==> src/rtl/aes_seq_ctrl.sv <==
// AES job sequencer: steps key loads and multi-block data jobs through the bus
// interface, key expander and cipher core, prefetching the next block during ENC.
module aes_seq_ctrl #(
    parameter int unsigned WORDS_PER_BLK = 4,
    parameter int unsigned BLK_W         = 8,
    parameter int unsigned TIMEOUT       = 255
) (
    input  logic             clk,
    input  logic             n_rst,
    input  logic             start_i,
    input  logic             data_type_i,
    input  logic             enc_dec_i,
    input  logic [1:0]       key_size_i,
    input  logic [BLK_W-1:0] num_blk_i,
    input  logic             data_received_i,
    input  logic             chg_key_done_i,
    input  logic             enc_done_i,
    input  logic             abort_i,
    input  logic             clr_err_i,
    output logic             opt_mode_o,
    output logic [1:0]       key_len_o,
    output logic             load_key_o,
    output logic             aes_load_o,
    output logic             aes_enable_o,
    output logic             ahb_mode_o,
    output logic             ahb_shift_en_o,
    output logic             done_chg_key_o,
    output logic             job_done_o,
    output logic             busy_o,
    output logic             error_o,
    output logic [BLK_W-1:0] blk_left_o
);

    localparam int unsigned CntW  = 5;
    localparam int unsigned WaitW = ($clog2(TIMEOUT + 1) > CntW) ? $clog2(TIMEOUT + 1) : CntW;

    typedef enum logic [2:0] {
        StIdle, StKeyFetch, StChgKey, StFetch, StLoad, StEnc, StWrite, StError
    } state_e;

    state_e             state_q, state_d;
    logic [CntW-1:0]    word_cnt_q, word_cnt_d;
    logic [WaitW-1:0]   wait_cnt_q, wait_cnt_d;
    logic               pf_q, pf_d;
    logic [BLK_W-1:0]   blk_left_q, blk_left_d;
    logic               opt_mode_q, opt_mode_d;
    logic [1:0]         key_len_q, key_len_d;

    logic               accept;
    logic               blk_last;
    logic               word_last;
    logic               wait_expired;
    logic               write_last;
    logic [CntW-1:0]    key_last;

    always_comb begin
        case (key_len_q)
            2'b01:   key_last = CntW'(5);
            2'b10:   key_last = CntW'(7);
            default: key_last = CntW'(3);
        endcase
    end

    assign blk_last     = (blk_left_q == BLK_W'(1));
    assign word_last    = (word_cnt_q == CntW'(WORDS_PER_BLK - 1));
    assign wait_expired = (wait_cnt_q == WaitW'(TIMEOUT - 1));
    assign write_last   = (wait_cnt_q == WaitW'(WORDS_PER_BLK - 1));

    assign load_key_o     = (state_q == StChgKey);
    assign aes_load_o     = (state_q == StLoad);
    assign aes_enable_o   = (state_q == StEnc);
    assign ahb_mode_o     = (state_q == StWrite);
    // Prefetch only while another block still follows the one being ciphered.
    assign ahb_shift_en_o = (state_q == StKeyFetch) || (state_q == StFetch) ||
                            (state_q == StWrite) ||
                            ((state_q == StEnc) && (blk_left_q > BLK_W'(1)) && !pf_q);
    assign accept         = data_received_i && ahb_shift_en_o && !ahb_mode_o;
    assign done_chg_key_o = (state_q == StChgKey) && chg_key_done_i && !abort_i;
    assign job_done_o     = (state_q == StWrite) && write_last && blk_last && !abort_i;
    assign busy_o         = (state_q != StIdle) && (state_q != StError);
    assign error_o        = (state_q == StError);
    assign opt_mode_o     = opt_mode_q;
    assign key_len_o      = key_len_q;
    assign blk_left_o     = blk_left_q;

    always_comb begin
        state_d    = state_q;
        word_cnt_d = word_cnt_q;
        wait_cnt_d = wait_cnt_q;
        pf_d       = pf_q;
        blk_left_d = blk_left_q;
        opt_mode_d = opt_mode_q;
        key_len_d  = key_len_q;
        case (state_q)
            StIdle: begin
                if (start_i) begin
                    word_cnt_d = '0;
                    pf_d       = 1'b0;
                    if (data_type_i && key_size_i != 2'b11) begin
                        state_d    = StKeyFetch;
                        key_len_d  = key_size_i;
                        opt_mode_d = enc_dec_i;
                    end else if (!data_type_i && num_blk_i != '0) begin
                        state_d    = StFetch;
                        blk_left_d = num_blk_i;
                        opt_mode_d = enc_dec_i;
                    end else begin
                        state_d = StError;
                    end
                end
            end
            StKeyFetch: begin
                if (accept) begin
                    if (word_cnt_q == key_last) begin
                        state_d    = StChgKey;
                        word_cnt_d = '0;
                        wait_cnt_d = '0;
                    end else begin
                        word_cnt_d = word_cnt_q + CntW'(1);
                    end
                end
            end
            StChgKey: begin
                if (chg_key_done_i) begin
                    state_d = StIdle;
                end else if (wait_expired) begin
                    state_d = StError;
                end else begin
                    wait_cnt_d = wait_cnt_q + WaitW'(1);
                end
            end
            StFetch: begin
                if (accept) begin
                    if (word_last) begin
                        state_d = StLoad;
                    end else begin
                        word_cnt_d = word_cnt_q + CntW'(1);
                    end
                end
            end
            StLoad: begin
                state_d    = StEnc;
                word_cnt_d = '0;
                pf_d       = 1'b0;
                wait_cnt_d = '0;
            end
            StEnc: begin
                if (accept) begin
                    if (word_last) begin
                        pf_d       = 1'b1;
                        word_cnt_d = '0;
                    end else begin
                        word_cnt_d = word_cnt_q + CntW'(1);
                    end
                end
                if (enc_done_i) begin
                    state_d    = StWrite;
                    wait_cnt_d = '0;
                end else if (wait_expired) begin
                    state_d = StError;
                end else begin
                    wait_cnt_d = wait_cnt_q + WaitW'(1);
                end
            end
            StWrite: begin
                // wait_cnt doubles as the write-beat counter; word_cnt holds partial prefetch.
                if (write_last) begin
                    blk_left_d = blk_left_q - BLK_W'(1);
                    if (blk_last) begin
                        state_d = StIdle;
                    end else if (pf_q) begin
                        state_d = StLoad;
                    end else begin
                        state_d = StFetch;
                    end
                end else begin
                    wait_cnt_d = wait_cnt_q + WaitW'(1);
                end
            end
            StError: begin
                if (clr_err_i) begin
                    state_d = StIdle;
                end
            end
            default: state_d = StIdle;
        endcase
        if (abort_i && state_q != StIdle) begin
            state_d    = StIdle;
            word_cnt_d = '0;
            wait_cnt_d = '0;
            pf_d       = 1'b0;
            blk_left_d = '0;
        end
    end

    always_ff @(posedge clk or negedge n_rst) begin
        if (!n_rst) begin
            state_q    <= StIdle;
            word_cnt_q <= '0;
            wait_cnt_q <= '0;
            pf_q       <= 1'b0;
            blk_left_q <= '0;
            opt_mode_q <= 1'b0;
            key_len_q  <= 2'b00;
        end else begin
            state_q    <= state_d;
            word_cnt_q <= word_cnt_d;
            wait_cnt_q <= wait_cnt_d;
            pf_q       <= pf_d;
            blk_left_q <= blk_left_d;
            opt_mode_q <= opt_mode_d;
            key_len_q  <= key_len_d;
        end
    end

endmodule

==> config.mk <==
export PLATFORM = sky130hd
export DESIGN_NAME = aes_seq_ctrl
export DESIGN_NICKNAME = d
export VERILOG_FILES = /design/src/rtl/aes_seq_ctrl.sv
export SDC_FILE = /design/constraint.sdc
export NUM_CORES = 1
export LEC_CHECK = 0
export CAP_MARGIN = 15
export CORE_MARGIN = 4
export CORE_UTILIZATION = 46
export DETAILED_ROUTE_END_ITERATION = 10
export GPL_TIMING_DRIVEN = 0
export PLACE_DENSITY = 0.76
export REMOVE_ABC_BUFFERS = 1
export SLEW_MARGIN = 15
export SYNTH_ARGS = -nofsm -noshare
export SYNTH_HDL_FRONTEND = slang
export SYNTH_SLANG_ARGS = --single-unit
export TNS_END_PERCENT = 1
==> constraint.sdc <==
create_clock -name clk -period 2.8 [get_ports clk]
set_input_delay 0.56 -clock clk [delete_from_list [all_inputs] [get_ports clk]]
set_output_delay 0.56 -clock clk [all_outputs]
set_load 0.1 [all_outputs]
Yosys cells after proc, flatten, opt, wreduce, memory -nomap -nowiden
Index checks and enable logic that the tools add are counted.
Widths: inputs -> output; s select.
{"block": "totals", "register_bits": 28, "inputBits": 20, "output_inout_bits": 20}
{"block": "op_classes", "addsub": 3, "order_cmp": 1, "n_eq_ne": 30, "mux": 47, "reduce_logical": 35}
{"operator": "$mux 8", "count": 12}
{"operator": "$mux 3", "count": 15}
{"operator": "$mux 5", "count": 8}
{"operator": "$pmux 8 s5", "count": 1}
{"operator": "$pmux 5 s5", "count": 1}
{"operator": "$pmux 3 s8", "count": 1}
{"operator": "$ne 3x2->1 const B", "count": 7}
{"operator": "$pmux 8 s2", "count": 1}
{"operator": "$logic_and 1x1->1", "count": 13}
{"operator": "$eq 3x3->1 const B", "count": 4}
{"operator": "$ne 3x1->1 const B", "count": 4}
{"operator": "$ne 3x3->1 const B", "count": 4}
{"operator": "$reduce_bool 6->1", "count": 2}
{"operator": "$reduce_and 5->1", "count": 2}
{"operator": "$add 8x1->8 const B", "count": 1}
{"operator": "$eq 8x1->1 const B", "count": 1}
{"operator": "$eq 8x2->1 const B", "count": 1}
{"operator": "$eq 8x8->1 const B", "count": 1}
{"operator": "$gt 8x1->1 const B", "count": 1}
{"operator": "$reduce_bool 8->1", "count": 1}
{"operator": "$sub 8x1->8 const B", "count": 1}
{"operator": "$reduce_and 7->1", "count": 1}
{"operator": "$eq 3x2->1 const B", "count": 2}
{"operator": "$mux 1", "count": 6}
{"operator": "18 further kinds", "count": 25}

Longest topological paths before layout
Gate-level depths: netlist of the first run.
{"block": "depth", "word_depth": 9, "ltp_mapped": 8, "mapped_depth_nobuf": 7}

Least setup slack after synthesis of the first run
Ideal clock, no wire load.
{"block": "synth_path", "path_kind": "register to output", "start": "register state_q[2]", "end": "output port done_chg_key_o", "arrival_ps": 4078, "required_ps": 2240, "slack_ps": -1838, "stages_incl_launch_ff": 5, "n_path_buf": 2, "path_cell_list": "dfrtp_1 > buf_2 > buf_2 > nor3b_1 > and3b_1"}
{"block": "synth_via", "elab_chain_len": 3}
{"item": "from (decl)", "line_no": "41", "source": "state_e state_q, state_d;"}
{"item": "from (signal assigned)", "line_no": "198", "source": "state_q <= StIdle;"}
{"item": "from (signal assigned)", "line_no": "206", "source": "state_q <= state_d;"}
{"item": "$eq 3x2->1"}
{"item": "net load_key_o", "line_no": "22", "source": "output logic load_key_o,"}
{"item": "$logic_and 1x1->1 (2 in series)", "line_no": "78", "source": "assign done_chg_key_o = (state_q == StChgKey) && chg_key_done_i && !abort_i;"}
{"item": "to (decl)", "line_no": "27", "source": "output logic done_chg_key_o,"}
The timed path passes the listed nets, and every way through them passes these cells.

Final worst setup path of the first run
{"block": "layout_path", "start": "register state_q[2]", "end": "output port busy_o"}
{"block": "layout_via", "elab_chain_len": 2}
{"item": "$ne 3x3->1 or $reduce_bool 3->1 (tied branches)", "line_no": "80", "source": "assign busy_o = (state_q != StIdle) && (state_q != StError);"}
{"item": "$logic_and 1x1->1 *", "line_no": "80"}
{"item": "to (decl)", "line_no": "29", "source": "output logic busy_o,"}
Mark *: on every way between the ends. The rest lies on a longest branch, timed or not.

==> results of run 1 <==
[metal layers]
metal  vias up  GRT usage
li1       1077          -
met1      1040     0.2689
met2        63     0.3253
met3         2    0.03428
met4         0    0.03559
met5         -          0
[critical path: stages, from the launching register on]
cell,delay [ns]
dfrtp_1,0.76
nor3_1,0.27
nor2_1,0.13
dlygate4sd2_1,0.86
[Yosys cell counts, drive strengths merged (2+ instances only)]
cell type,n,area share
o21ai,29,0.068
dfrtp,28,0.33
nor2,28,0.049
nand2,23,0.041
a21oi,20,0.047
nand3,15,0.035
inv,13,0.023
buf,8,0.018
and3,6,0.018
ha,6,0.035
nor4,6,0.025
a31oi,5,0.015
nand2b,5,0.015
nor3b,5,0.018
a22oi,4,0.014
clkbuf,4,0.0070
nand4,4,0.012
nor3,4,0.0094
a211oi,3,0.011
a21o,3,0.011
o21a,3,0.011
o31ai,3,0.011
o32ai,3,0.012
or2,3,0.0088
or3,3,0.0088
or4b,3,0.016
mux2,2,0.012
nor4b,2,0.0082
o2111ai,2,0.0082
o211ai,2,0.0070
o21bai,2,0.0070
o221ai,2,0.0082
o2bb2ai,2,0.0082
xor2,2,0.0082
[state kept, by name (all words and copies together) (netlist names)]
register	cells
blk_left_o	8
wait_cnt_q	8
word_cnt_q	5
state_q	3
key_len_o	2
opt_mode_o	1
pf_q	1
[area by class of cell]
class | count | area (um^2)
clock buffer | 3 | 41.29
fill | 396 | 1814
inverter | 13 | 48.80
multi-input combinational | 217 | 1340
sequential | 28 | 703.2
tap | 52 | 65.06
timing repair buffer | 40 | 401.6
[logic make-up after synthesis]
| family | after synthesis | share of synthesized area |
|---|---|---|
| and+or+nand+nor | 114 | 0.2885 |
| AOI/OAI and AO/OA | 92 | 0.2738 |
| xor gates and xnor gates | 2 | 0.008227 |
| DFF | 28 | 0.3290 |
| adders and majority gates | 6 | 0.03525 |
| buffers and inverters | 25 | 0.04817 |
| muxes | 3 | 0.01704 |
[path summary, 6_finish.rpt]
path	start	endpoint	cells after the start
max	state_q[2]	busy_o	3
min	n_rst	key_len_o[1]	1
max reg2reg	state_q[2]	blk_left_o[0]	5
min reg2reg	opt_mode_o	opt_mode_o	1
max in group asynchronous	n_rst	blk_left_o[0]	1
min in group clk	opt_mode_o	opt_mode_o	1
[power by group through the flow]
stage / logic [mW] / registers [mW] / clock network, mW
floorplan: 0.982 / 1.07 / 0
global placement: 1.79 / 0.688 / 0
detailed placement: 1.82 / 0.694 / 0
CTS: 1.82 / 0.687 / 0.234
global route: 1.98 / 0.716 / 0.246
finish: 1.84 / 0.694 / 0.224
[stage by stage]
step	cell area [um^2]	hold slack (ns)	power [mW]	instances	setup WS, ns
finish	2600	0.2914	2.760	353	-0.04733
global route	2600	0.3290	2.938	353	-0.1424
CTS	2584	0.3170	2.743	353	-0.01478
detailed placement	2526	0.5037	2.513	349	-1.199
global placement	2531	0.4891	2.482	349	-1.165
floorplan	2076	0.2644	2.050	258	-1.830
[cell usage in the layout, fill, tap and decap left out, types with 3 or more instances in the layout]
| cell type | netlist | routed |
|---|---|---|
| nor4_1 | 5 | 5 |
| nand3_1 | 15 | 15 |
| clkbuf_8 | 0 | 3 |
| o21ai_0 | 28 | 27 |
| a22oi_1 | 4 | 3 |
| o31ai_1 | 3 | 3 |
| clkdlybuf4s15_2 | 0 | 6 |
| nor3_1 | 4 | 4 |
| nand2b_1 | 5 | 4 |
| nand2_1 | 23 | 23 |
| a211oi_1 | 3 | 3 |
| clkdlybuf4s50_1 | 0 | 29 |
| ha_1 | 6 | 6 |
| nand4_1 | 4 | 4 |
| nor2_1 | 28 | 28 |
| and3_1 | 6 | 6 |
| a31oi_1 | 5 | 4 |
| inv_1 | 13 | 13 |
| dfrtp_1 | 28 | 26 |
| or3_1 | 3 | 3 |
| o32ai_1 | 3 | 3 |
| a21o_1 | 3 | 3 |
| o21a_1 | 3 | 3 |
| or2_2 | 3 | 3 |
| a21oi_1 | 20 | 20 |
| nor3b_1 | 5 | 5 |
[what timing repair did]
action	in CTS	in global routing
buffers inserted	1	0
gates cloned	0	0
gates resized for setup	38	4
setup endpoints to repair	18	12
pin swaps	1	0
==> results.toml, run 1 <==
[outcome]
run_status = "complete, but fails checks"
violations_in_the_final_reports = "setup timing"

[cts]
cts_num_sinks = 28
cts_made_buffers = 3
cts-root-to-sink-buffers = 2
htreeDepth = 1
tritoncts = "yes"
cts_hold_buf = 0
worstSkewPairLatency_ns = 0.28
cts-root-buf = "clkbuf_8"
clock_slew_at_the_register_clock_pins_of_the_worst_setup_and_hold_paths_ns = 0.10

[synth]
synth.lib_cells_used.distinct = 56
synth-main-ff-cell = "dfrtp_1"
synth_enable_flop_cells = 0
synth-async-reset-ratio = 1.000
synthesis.area_um2 = 2130
yosys_register_bits = 28
postSynthCellCount = 270
yosys_warnings = 0
synth_seq_area_share = 0.3290
synthesis.area_per_instance_um2 = 7.887

[pwr]
p_seq_frac = 0.252
p_switching_mw = 1.617
vdd_drop_max_v = 0.0006893
power_per_cell_area_nw_per_um2 = 1061
power_frac_comb = 0.667
power.share.clock = 0.081
switching_share = 0.5861
static-leakage-power_nw = 1.062
p_int_mw = 1.142

[grt]
first_global_vias = 2061
grt_remaining_overflow = 0
grt_use_total = 0.1960
antenna_violations_before_repair = 0
grt_pass1_wl_mm = 9.694
grt_start_max_net_pins = 29

[sta]
fmaxAchievable_mhz = 351.2
finClkSkew_ns = 0.009119
timing.final.setup_violations = 1
final.setup.tns_ns = -0.04733
timing_worst_slew_pin_value_ns = 0.9847
final_report_max_slew_violation_count = 0
unrepaired_setup_endpoints_after_global_routing = "yes"
finalHoldViolations = 0
worst_slack_ns = -0.04733
max-slew-margin-rel = 0.3414
final.min_clock_period_ns = 2.847
fin_crit_sh = 1.017

[placed_design]
placement.io_buffers = 39
gp_congestion = 0.8870
hpwlAfterDp_mm = 4.156

[drt]
firstDrtPassIters = 4
drt-met1-wl_mm = 2.661
vias = 2182
drt_iter0_markers = 215
avgViaCountPerCell = 6.181
metal2_wl_mm = 2.715
wl_per_cell_um = 16.14
detail-route-antenna-nets = 0
drt_wl_total_mm = 5.696
wl_met3_um = 290
highest-signal-layer = "met4"
drcViolationCount = 0

[worst_setup_path]
critical_path.max_fanout = 22
worstSetupStartpointType = "flip-flop"
worstSetupPathType = "reg2out"
crit_arrival_ns = 2.29
worst-r2r-setup-slack_ns = 0.21
worst_ep_required_time_ns = 2.24
type_of_destination_of_the_critical_path = "output pin"

[layout]
ratio_of_cells_with_drive_above_1_in_the_final_layout = 0.08638
antenna_cells_inserted = 0
num-nets-final = 329
area.growth.synth_to_final_pct = 22.09
finish.utilization = 0.5890

[floorplan]
die_area_um2 = 5782
initial_utilization = 0.4824
die_w_um = 76.04
number_of_standard_cell_rows_in_the_floorplan = 24
dieHeight_um = 76.04
core_um2 = 4414
io_pins = 40

[flow_run]
cap_violations = 0

[hold_path]
min_path_type = "in2async"
Power figures use the tool's default switching activity.
==> run 2, diff against run 1 <==
Settings changed: HOLD_SLACK_MARGIN from default to 0.12.
==> results of run 2 <==
Final layout, timing and power as in run 1 (identical DEF).
